## config.mk

```make
export PLATFORM = sky130hd
export DESIGN_NAME = pipe_stage_reg
export DESIGN_NICKNAME = d
export VERILOG_FILES = /design/src/rtl/pipe_stage_reg.sv
export SDC_FILE = /design/constraint.sdc
export NUM_CORES = 1
export LEC_CHECK = 0
export ABC_CLOCK_PERIOD_IN_PS = 4840
export BUFFER_PORTS_ARGS = -buffer_cell sky130_fd_sc_hd__buf_4
export CAP_MARGIN = 20
export CORE_AREA = 8 8 94 96
export CTS_CLUSTER_SIZE = 25
export DETAILED_ROUTE_END_ITERATION = 16
export DIE_AREA = 0 0 102 104
export GPL_ROUTABILITY_DRIVEN = 0
export PLACE_DENSITY = 0.8
export SETUP_SLACK_MARGIN = 0.5
export SLEW_MARGIN = 20
export SYNTH_ARGS = -nofsm -noshare
export SYNTH_HDL_FRONTEND = slang
export SYNTH_SLANG_ARGS = --single-unit
```

## constraint.sdc

```tcl
create_clock -name clock -period 4.84 [get_ports clock]
set_input_delay 0.726 -clock clock [delete_from_list [all_inputs] [get_ports clock]]
set_output_delay 0.726 -clock clock [all_outputs]
set_load 0.03 [all_outputs]
```

## src/rtl/pipe_stage_reg.sv

```systemverilog
// ----------------------------------------------------------------------------
// pipe_stage_reg
//
// Flow-controlled pipeline stage register. It carries a payload and a bundle
// of control strobes between two pipeline stages using a valid/ready
// handshake. Control strobes are qualified by occupancy: an empty entry
// always holds all-zero strobes, so a bubble can never trigger a
// register write or memory write downstream. The payload is not cleared when
// an entry empties. It keeps its last value.
//
// With SKID=0 there is a single main entry. in_ready passes combinationally
// through from out_ready.
// With SKID=1 a second (skid) entry absorbs the one beat that arrives in the
// cycle when back-pressure first appears. in_ready is then taken directly
// from a flop and has no path from out_ready.
//
// Parameters
//   DATA_W  payload width
//   CTRL_W  control-strobe width
//   SKID    0 = single entry, 1 = main + skid entry
//   CNT_W   stall-cycle counter width
//
// Ports
//   clock         rising-edge clock
//   reset         synchronous active-high reset, clears all state
//   flush         synchronous kill of held and incoming beats
//   in_valid      upstream beat present
//   in_ready      stage accepts a beat this cycle
//   in_ctrl       upstream control strobes
//   in_data       upstream payload
//   out_valid     main entry holds a beat
//   out_ready     downstream consumes the beat this cycle
//   out_ctrl      registered strobes, zero whenever out_valid is low
//   out_data      registered payload
//   occupancy     number of beats held (0..2)
//   stall_cycles  saturating count of cycles with out_valid & ~out_ready
// ----------------------------------------------------------------------------
module pipe_stage_reg #(
  parameter int DATA_W = 32,
  parameter int CTRL_W = 4,
  parameter int SKID   = 1,
  parameter int CNT_W  = 16
) (
  input  logic              clock,
  input  logic              reset,
  input  logic              flush,
  input  logic              in_valid,
  output logic              in_ready,
  input  logic [CTRL_W-1:0] in_ctrl,
  input  logic [DATA_W-1:0] in_data,
  output logic              out_valid,
  input  logic              out_ready,
  output logic [CTRL_W-1:0] out_ctrl,
  output logic [DATA_W-1:0] out_data,
  output logic [1:0]        occupancy,
  output logic [CNT_W-1:0]  stall_cycles
);

  localparam logic [CNT_W-1:0] CntOne = CNT_W'(1);

  // Increment that sticks at all-ones instead of wrapping.
  function automatic logic [CNT_W-1:0] satInc(input logic [CNT_W-1:0] val);
    return (&val) ? val : val + CntOne;
  endfunction

  // Main entry (drives the outputs) and skid occupancy flag.
  logic              mainVld_p0;
  logic [CTRL_W-1:0] mainCtrl_p0;
  logic [DATA_W-1:0] mainData_p0;
  logic              skidVld_p0;
  logic [CNT_W-1:0]  stallCnt_p0;

  logic inFire;
  logic outFire;

  assign inFire  = in_valid & in_ready;
  assign outFire = mainVld_p0 & out_ready;

  generate
    if (SKID != 0) begin : gSkid
      logic [CTRL_W-1:0] skidCtrl_p0;
      logic [DATA_W-1:0] skidData_p0;

      // The skid flag is a flop, so upstream never sees out_ready
      // combinationally.
      assign in_ready = ~skidVld_p0;

      // ---- stage boundary: upstream -> main/skid entries ----
      always_ff @(posedge clock) begin
        if (reset) begin
          mainVld_p0  <= 1'b0;
          mainCtrl_p0 <= '0;
          mainData_p0 <= '0;
          skidVld_p0  <= 1'b0;
          skidCtrl_p0 <= '0;
          skidData_p0 <= '0;
        end else if (flush) begin
          // Any beat accepted this cycle is dropped together with the held ones.
          mainVld_p0  <= 1'b0;
          mainCtrl_p0 <= '0;
          skidVld_p0  <= 1'b0;
          skidCtrl_p0 <= '0;
        end else if (~mainVld_p0 | outFire) begin
          // Main is free next cycle. The older skid beat has priority over
          // new input. in_ready is low whenever skid is full, so the two
          // never compete.
          if (skidVld_p0) begin
            mainVld_p0  <= 1'b1;
            mainCtrl_p0 <= skidCtrl_p0;
            mainData_p0 <= skidData_p0;
            skidVld_p0  <= 1'b0;
            skidCtrl_p0 <= '0;
          end else if (inFire) begin
            mainVld_p0  <= 1'b1;
            mainCtrl_p0 <= in_ctrl;
            mainData_p0 <= in_data;
          end else begin
            mainVld_p0  <= 1'b0;
            mainCtrl_p0 <= '0;
          end
        end else if (inFire) begin
          // Main is stuck this cycle, so the incoming beat parks in skid.
          skidVld_p0  <= 1'b1;
          skidCtrl_p0 <= in_ctrl;
          skidData_p0 <= in_data;
        end
      end
    end else begin : gNoSkid
      assign skidVld_p0 = 1'b0;

      // Accept whenever the held beat leaves in the same cycle, so streaming
      // has no bubble.
      assign in_ready = ~mainVld_p0 | out_ready;

      // ---- stage boundary: upstream -> main entry ----
      always_ff @(posedge clock) begin
        if (reset) begin
          mainVld_p0  <= 1'b0;
          mainCtrl_p0 <= '0;
          mainData_p0 <= '0;
        end else if (flush) begin
          mainVld_p0  <= 1'b0;
          mainCtrl_p0 <= '0;
        end else if (inFire) begin
          mainVld_p0  <= 1'b1;
          mainCtrl_p0 <= in_ctrl;
          mainData_p0 <= in_data;
        end else if (outFire) begin
          mainVld_p0  <= 1'b0;
          mainCtrl_p0 <= '0;
        end
      end
    end
  endgenerate

  // ---- stall statistics: sampled on the current output state ----
  // Flush does not clear the counter. A stalled flush cycle still counts.
  always_ff @(posedge clock) begin
    if (reset) begin
      stallCnt_p0 <= '0;
    end else if (mainVld_p0 & ~out_ready) begin
      stallCnt_p0 <= satInc(stallCnt_p0);
    end
  end

  assign out_valid    = mainVld_p0;
  assign out_ctrl     = mainCtrl_p0;
  assign out_data     = mainData_p0;
  assign occupancy    = {1'b0, mainVld_p0} + {1'b0, skidVld_p0};
  assign stall_cycles = stallCnt_p0;

endmodule

```

==> impl_results.md, run 1 <==
* Status: finished, final reports clean
* Fmax at 0.381 GHz
* Layout cell share with drive strength beyond 1 at roughly a quarter
* Number of detailed-route iterations in the first pass at 4
* Syn Std Cell Area at approximately 0.0037 mm2
* Critical path arrival at 1.90 ns
* N_diodes at 0
* CP Launch Type: flip-flop
* Synth warnings at 0
* Syn_nets at 464
* Final Util at 62.8%
* Leakage at 1.75 nW
* Largest net degree at the start of global routing at 82
* Initial antenna violation count at 0
* Mux contribution to synthesized area at between 9 and 10%
* Final TNS setup at 0 ns
* Vias in the first global route at 3134
* Seq/Total Area, Yosys at 48.9%
* Row count at 32
* Post-synth cell types at 38
* Largest area contributor in the netlist: dfxtp_1
* Largest family of logic cells by synthesized area: simple AND/OR/NAND/NOR gates
* Post-Synth Simple-Gate Area at a little under 20%
* Mean Syn Cell Area at 8.75 um2
* Fin crit share at between 50% and 60%
* Nets at 544
* Post-CTS resize count at 0
* Vias at roughly 3200
* First-pass GRT wire length at 14700 um
* Clock buffer depth at 2
* Fin area at 0.00468 mm2
* Final setup fails at 0
* Combinational Power Share at 11.0%
* Area post-placement at 0.00443 mm2
* Slowest cell on crit path: buf_4
* Clock-pin slew on the worst setup and hold paths at ~0.09 ns
* Initial Utilization at between 40% and 50%
* Number of DRC markers in iteration 0 at 166
* Crit path kind: flip-flop to primary output
* Switching portion of total power at 24.3%
* Most used cell, CP: buf_4
* Vias/cell at 5.28
* CP peak stage delay at 0.54 ns
* Tightest Pin Transition at 0.820 ns
* Core box area at approximately 0.0074 mm2
* CP required at 4.11 ns
* Total die area at 0.0106 mm2
* Asr flop ratio synth at 0%
* Gr usage total at 17.0%
* Period minus WS final at approximately 2.6 ns
* Die W at 102 um
* Clock power frac at 39.7%
* CTS tree: yes
* Int Pwr at 1.19 mW
* Register area at 0.00180 mm2
* Post-route ant nets at 0
* Area of the multi-input gates at 0.00174 mm2
* Area Growth Syn to Fin at 27.0%
* Die H at 104 um
* Fillers at 664
* DRC viols at 0
* Io pins at 97
* Area contributors post-synth: dfxtp_1, mux2i_1, a211oi_1, nand2_1, nor2_1
* Synth Area in Compound Gates at 14.9%
* Top Family by Delay on Critical Path: buffers and inverters
* CP Cell Sequence: buf_4 > ha_1 > buf_4
* # Max-Cap Violations at 0
* Hold_buf cts at 0
* Synth Area in XOR/XNOR at 2.62%
* Sequential Power Share at 49.3%
* Hold/Removal Path Class: flip-flop to flip-flop
* Mapped Cells at 421
* Crit Path Max Fanout at 34
* Post-CTS setup buffers at 0
* Peak supply drop at 0.000168 V
* Post-DP HPWL at 6090 um
* Port bufs at 96
* Final max-slew violation count at 0
* Clock sinks at 90
* Worst rel slew slack at 45.3%
* Routed len/inst at 14.6 um
* Switch Pwr at 0.384 mW
* CTS buffer count at 9
* Top cells by count, synth: dfxtp_1, nand2_1, nor2_1
* Post-Route WL at between 8000 and 9000 um
* Clock root cell: clkbuf_8
* Top-count cell post-synth: dfxtp_1
* Overall power at 1.58 mW
* CTS HTree Levels at 3
* Top-area cell type share of the netlist area at 48.9%
* Post-Synth Adder-Cell Area at 0.679%
* Fin. Hold Viols at 0
* Number of flops mapped to enable cells by yosys at 0
* Clock Latency Late Sink at 0.35 ns
* GRT overflow at 0
* Post-synth top flop: dfxtp_1
* Pwr dens at 337 mW/mm2
* Buf+Inv Stages, Crit Path at 2
* Setup Skew at 0.0115 ns
* RSZ-0062 raised after global routing: false
* Seq cells post-synth at 90
* CP Capture Type: primary output
-- cells by family (layout without fill, tap and decap cells) --
group	Yosys count	in the layout
AOI/OAI and AO/OA	87	87
adders and majority gates	2	2
muxes	34	34
buffers and inverters	33	118
and+or+nand+nor	164	164
xor gates and xnor gates	11	11
DFF	90	90
-- cells in the final DEF (no fill, tap or decap), types with 3 or more instances in the layout --
cell type and count:
inv_1 3, bufinv_16 3, nor4_1 3, xnor2_1 6
nand3_1 5, mux2i_1 34, a21oi_1 40, clkbuf_8 10
a22oi_1 4, nor3_1 4, nand2_1 70, xor2_1 5
dfxtp_1 89, or3_1 3, nand4_1 3, a211oi_1 36
nor2_1 60, buf_4 99
-- worst paths after layout --
kind                               from                     to  slack, ns  cells past startpoint
hold reg to reg   gSkid.skidData_p0[20]  gSkid.skidData_p0[20]       0.46                      2
setup reg to reg             skidVld_p0   gSkid.skidData_p0[2]       2.84                      4
setup / recovery             skidVld_p0           occupancy[0]       2.22                      3
hold / removal    gSkid.skidData_p0[20]  gSkid.skidData_p0[20]       0.46                      2
-- final cells by class --
type	count	area share [%]
multi-input combinational	298	37.2
clock buffer	10	2.94
tap	102	2.73
inverter	3	0.241
timing repair buffer	99	15.9
clock inverter	6	2.41
sequential	90	38.6
-- power groups by stage --
stage                     Clock [mW]  Sequential (mW)  Combinational [mW]
after floorplan                    0            0.831              0.0607
after global placement             0            0.793               0.172
after detailed placement           0            0.793               0.175
after CTS                      0.631            0.776               0.175
after global routing           0.666            0.780               0.188
final                          0.625            0.776               0.174
-- per-layer routing --
layer  part of all wire, %  up-vias  track usage (%)
li1                      -     1618                -
met1                    42     1488             20.2
met2                    50       93             28.4
met3                   6.1       11             3.95
met4                   1.6        0             6.61
met5                     0        -                0
-- worst min-delay path: stages (launching register included) --
cell and delay [ns]:
dfxtp_1 0.32, nand2_1 0.05, a21oi_1 0.05
-- registers in the layout, indices dropped and copies added (netlist names) --
| register | count |
|---|---|
| gSkid.skidData_p0 | 32 |
| gSkid.skidCtrl_p0 | 4 |
| stall_cycles | 16 |
| skidVld_p0 | 1 |
| out_valid | 1 |
| out_data | 32 |
| out_ctrl | 4 |
-- per-stage QoR --
stage	setup WS, ns	std cells	hold WS (ns)
4_1_cts	2.23	608	0.460
3_5_place_dp	2.25	592	0.449
3_3_place_gp	2.32	592	0.441
6_report	2.22	608	0.460
5_1_grt	2.16	608	0.474
2_1_floorplan	2.91	421	0.436
(Power assumes the default switching activity.)
==> inputs of run 2 (changes only) <==
--- a/config.mk
+++ b/config.mk
@@ -5,15 +5,15 @@
 export SDC_FILE = /design/constraint.sdc
 export NUM_CORES = 1
 export LEC_CHECK = 0
-export ABC_CLOCK_PERIOD_IN_PS = 4840
+export ABC_CLOCK_PERIOD_IN_PS = 2230
 export BUFFER_PORTS_ARGS = -buffer_cell sky130_fd_sc_hd__buf_4
 export CAP_MARGIN = 20
-export CORE_AREA = 8 8 94 96
+export CORE_AREA = 8 8 98 100
 export CTS_CLUSTER_SIZE = 25
 export DETAILED_ROUTE_END_ITERATION = 16
-export DIE_AREA = 0 0 102 104
+export DIE_AREA = 0 0 106 108
 export GPL_ROUTABILITY_DRIVEN = 0
-export PLACE_DENSITY = 0.8
+export PLACE_DENSITY = 0.77
 export SETUP_SLACK_MARGIN = 0.5
 export SLEW_MARGIN = 20
 export SYNTH_ARGS = -nofsm -noshare
==> constraint.sdc (replaced) <==
create_clock -name clock -period 2.23 [get_ports clock]
set_input_delay 0.3345 -clock clock [delete_from_list [all_inputs] [get_ports clock]]
set_output_delay 0.3345 -clock clock [all_outputs]
set_load 0.03 [all_outputs]
==> run 2 against run 1 <==
Cell area rose by 0.96%. Sequential share of layout area down 0.13 points. First-iteration DRC count shrank 16%. Critical path type is now flip-flop to flip-flop.
==> impl_results.md, run 2 (synthesized netlist as in run 1, its figures left out) <==
* Worst rel slew slack at 69.0% (was 45.3%)
* Clock Latency Late Sink at 0.34 ns (was 0.35 ns)
* Critical Path Start: stall_cycles[9] (was skidVld_p0)
* DRC viols at 0 (unchanged)
* Final max-slew violation count at 0 (unchanged)
* Final TNS setup at 0 ns (unchanged)
* Crit path kind: flip-flop to flip-flop (was flip-flop to primary output)
* Post-route ant nets at 0 (unchanged)
* Pwr dens at 646 mW/mm2 (was 337 mW/mm2)
* CTS tree: yes (unchanged)
* GRT overflow at 0 (unchanged)
* Reg2reg setup slack at 0.58 ns (was 2.84 ns)
* Period minus WS final at roughly 1.7 ns
* Clock-pin slew on the worst setup and hold paths at 0.08 ns (was 0.09 ns)
* Die H at 108 um (was 104 um)
* Setup Skew at 0.00705 ns (was 0.0115 ns)
* Clock root cell: clkbuf_8 (unchanged)
* Number of detailed-route iterations in the first pass at 5 (was 4)
* Clock sinks at 90 (unchanged)
* Fin cells at 620 (was 608)
* Worst Reg-to-Reg Cells at 5 (was 4)
* Fmax at 0.604 GHz
* CP Capture Type: flip-flop (was primary output)
* Status: finished, final reports clean (unchanged)
* Vias at 3199 (was 3210)
* CP required at 2.46 ns (was 4.11 ns)
* Final setup fails at 0 (unchanged)
* Vias in the first global route at 3150 (was 3134)
* CTS HTree Levels at 3 (unchanged)
* First-pass GRT wire length at 14800 um (was 14700 um)
* Initial Utilization at 45.7% (was 49.5%)
* Row count at 33 (was 32)
* Area Growth Syn to Fin at 28.2% (was 27.0%)
* Met3 usage at 3.75% (was 3.95%)
* Most common cell after layout, fill and taps aside: buf_4 (unchanged)
* Hold/Removal Path Class: input pin to flip-flop (was flip-flop to flip-flop)
* Crit path capture: stall_cycles[3] (was occupancy[0])
* Worst r2r src: stall_cycles[9] (was skidVld_p0)
* Reg2reg end: stall_cycles[3] (was gSkid.skidData_p0[2])
* Io pins at 97 (unchanged)
* Clock buffer depth at 2 (unchanged)
* RSZ-0062 raised after global routing: true (was false)
* Initial antenna violation count at 0 (unchanged)
* CTS buffer count at 9 (unchanged)
* Nets at 554 (was 544)
* Most frequent cells in the layout: buf_4, dfxtp_1, nand2_1, nor2_1, a21oi_1 (unchanged)
* Number of DRC markers in iteration 0 at 140 (was 166)
* Layout cell share with drive strength beyond 1 at 27.6% (was 24.3%)
* GR Util met2 at 27.6% (was 28.4%)
* Post-DP HPWL at 6450 um (was 6090 um)
* Total die area at 0.0114 mm2 (was 0.0106 mm2)
* Gr usage total at 15.7% (was 17.0%)
* Fin crit share at between 70% and 80%
* CP Launch Type: flip-flop (unchanged)
* Inst Count DP at 602 (was 592)
* # Max-Cap Violations at 0 (unchanged)
* Peak supply drop at 0.000312 V (was 0.000168 V)
* Crit Path Max Fanout at 8 (was 34)
* Met1 usage at 18.0% (was 20.2%)
* Slowest cell on crit path: or3_4 (was buf_4)
* Largest net degree at the start of global routing at 65 (was 82)
* Tightest Pin Transition at 0.465 ns (was 0.820 ns)
* GRT busiest layer: met2 (unchanged)
* Fin. Hold Viols at 0 (unchanged)
* Post-Route WL at 9030 um (was 8880 um)
* Vias/cell at 5.16 (was 5.28)
* CP Cell Sequence: nand4_2 > or3_4 > o211ai_1 > xor2_1 > nor2_1 (was buf_4 > ha_1 > buf_4)
* Core box area at 0.00805 mm2 (was 0.00745 mm2)
* Critical path arrival at 1.88 ns (was 1.90 ns)
* Routed len/inst at 14.6 um (about the same)
* Port bufs at 96 (unchanged)
* Leakage at 1.77 nW (was 1.75 nW)
* Die W at 106 um (was 102 um)
* CP peak stage delay at 0.47 ns (was 0.54 ns)
* N_diodes at 0 (unchanged)
## run 2: through the flow
| step | instance area [um2] | total power, mW | worst slack, ns | util, % | hold slack [ns] |
|---|---|---|---|---|---|
| after global routing | 4720 | 3.19 | 0.482 | 58.6 | 0.221 |
| after global placement | 4500 | 2.10 | 0.517 | 55.9 | 0.441 |
| after CTS | 4680 | 3.09 | 0.558 | 58.1 | 0.221 |
| final | 4720 | 3.05 | 0.575 | 58.6 | 0.242 |
| after floorplan | 3690 | 1.94 | 0.484 | - | 0.436 |
| after detailed placement | 4500 | 2.11 | 0.463 | 55.9 | 0.446 |
## run 2: worst min-delay path by stage
stage	from	end	slack, ns	cells after the start
floorplan	gSkid.skidData_p0[0]	gSkid.skidData_p0[0]	0.44	2
finish	in_data[6]	gSkid.skidData_p0[6]	0.24	3
global route	in_data[9]	gSkid.skidData_p0[9]	0.22	3
global placement	gSkid.skidData_p0[9]	gSkid.skidData_p0[9]	0.44	2
CTS	in_data[9]	gSkid.skidData_p0[9]	0.22	3
detailed placement	gSkid.skidData_p0[29]	gSkid.skidData_p0[29]	0.45	2
## run 2: layer usage
metal / routed length [um] / vias up
met3: 392 / 11
met2: 4470 / 69
met4: 121 / 0
met1: 4050 / 1478
li1: - / 1641
met5: 0 / -
## run 2: final cells by class
cell class	instances	area (um2)
Clock inverter	3	15.0
Sequential cell	90	1810
Tap cell	105	131
Timing Repair Buffer	109	831
Fill cell	719	3330
Clock buffer	12	155
Inverter	3	11.3
Multi-Input combinational cell	298	1760
## run 2: critical path: cells and delay by family (launching register included)
kind                      cells  cell delay [ns]
AOI/OAI and AO/OA             1             0.22
xor gates and xnor gates      1             0.20
DFF                           1             0.43
and+or+nand+nor               3             0.69
## run 2: where the power goes
part / switching, mW / total (mW) / internal (mW) / leakage (nW)
Clock: 0.530 / 0.985 / 0.455 / 0.0920
Sequential: 0.0292 / 1.68 / 1.65 / 0.736
Combinational: 0.225 / 0.383 / 0.158 / 0.945
## run 2: what timing repair did
action                     in CTS  in global routing
pin swaps                       0                  2
setup buffers                   0                  3
setup endpoints to repair       2                 29
hold buffers                    0                  0
resized for setup               2                  6
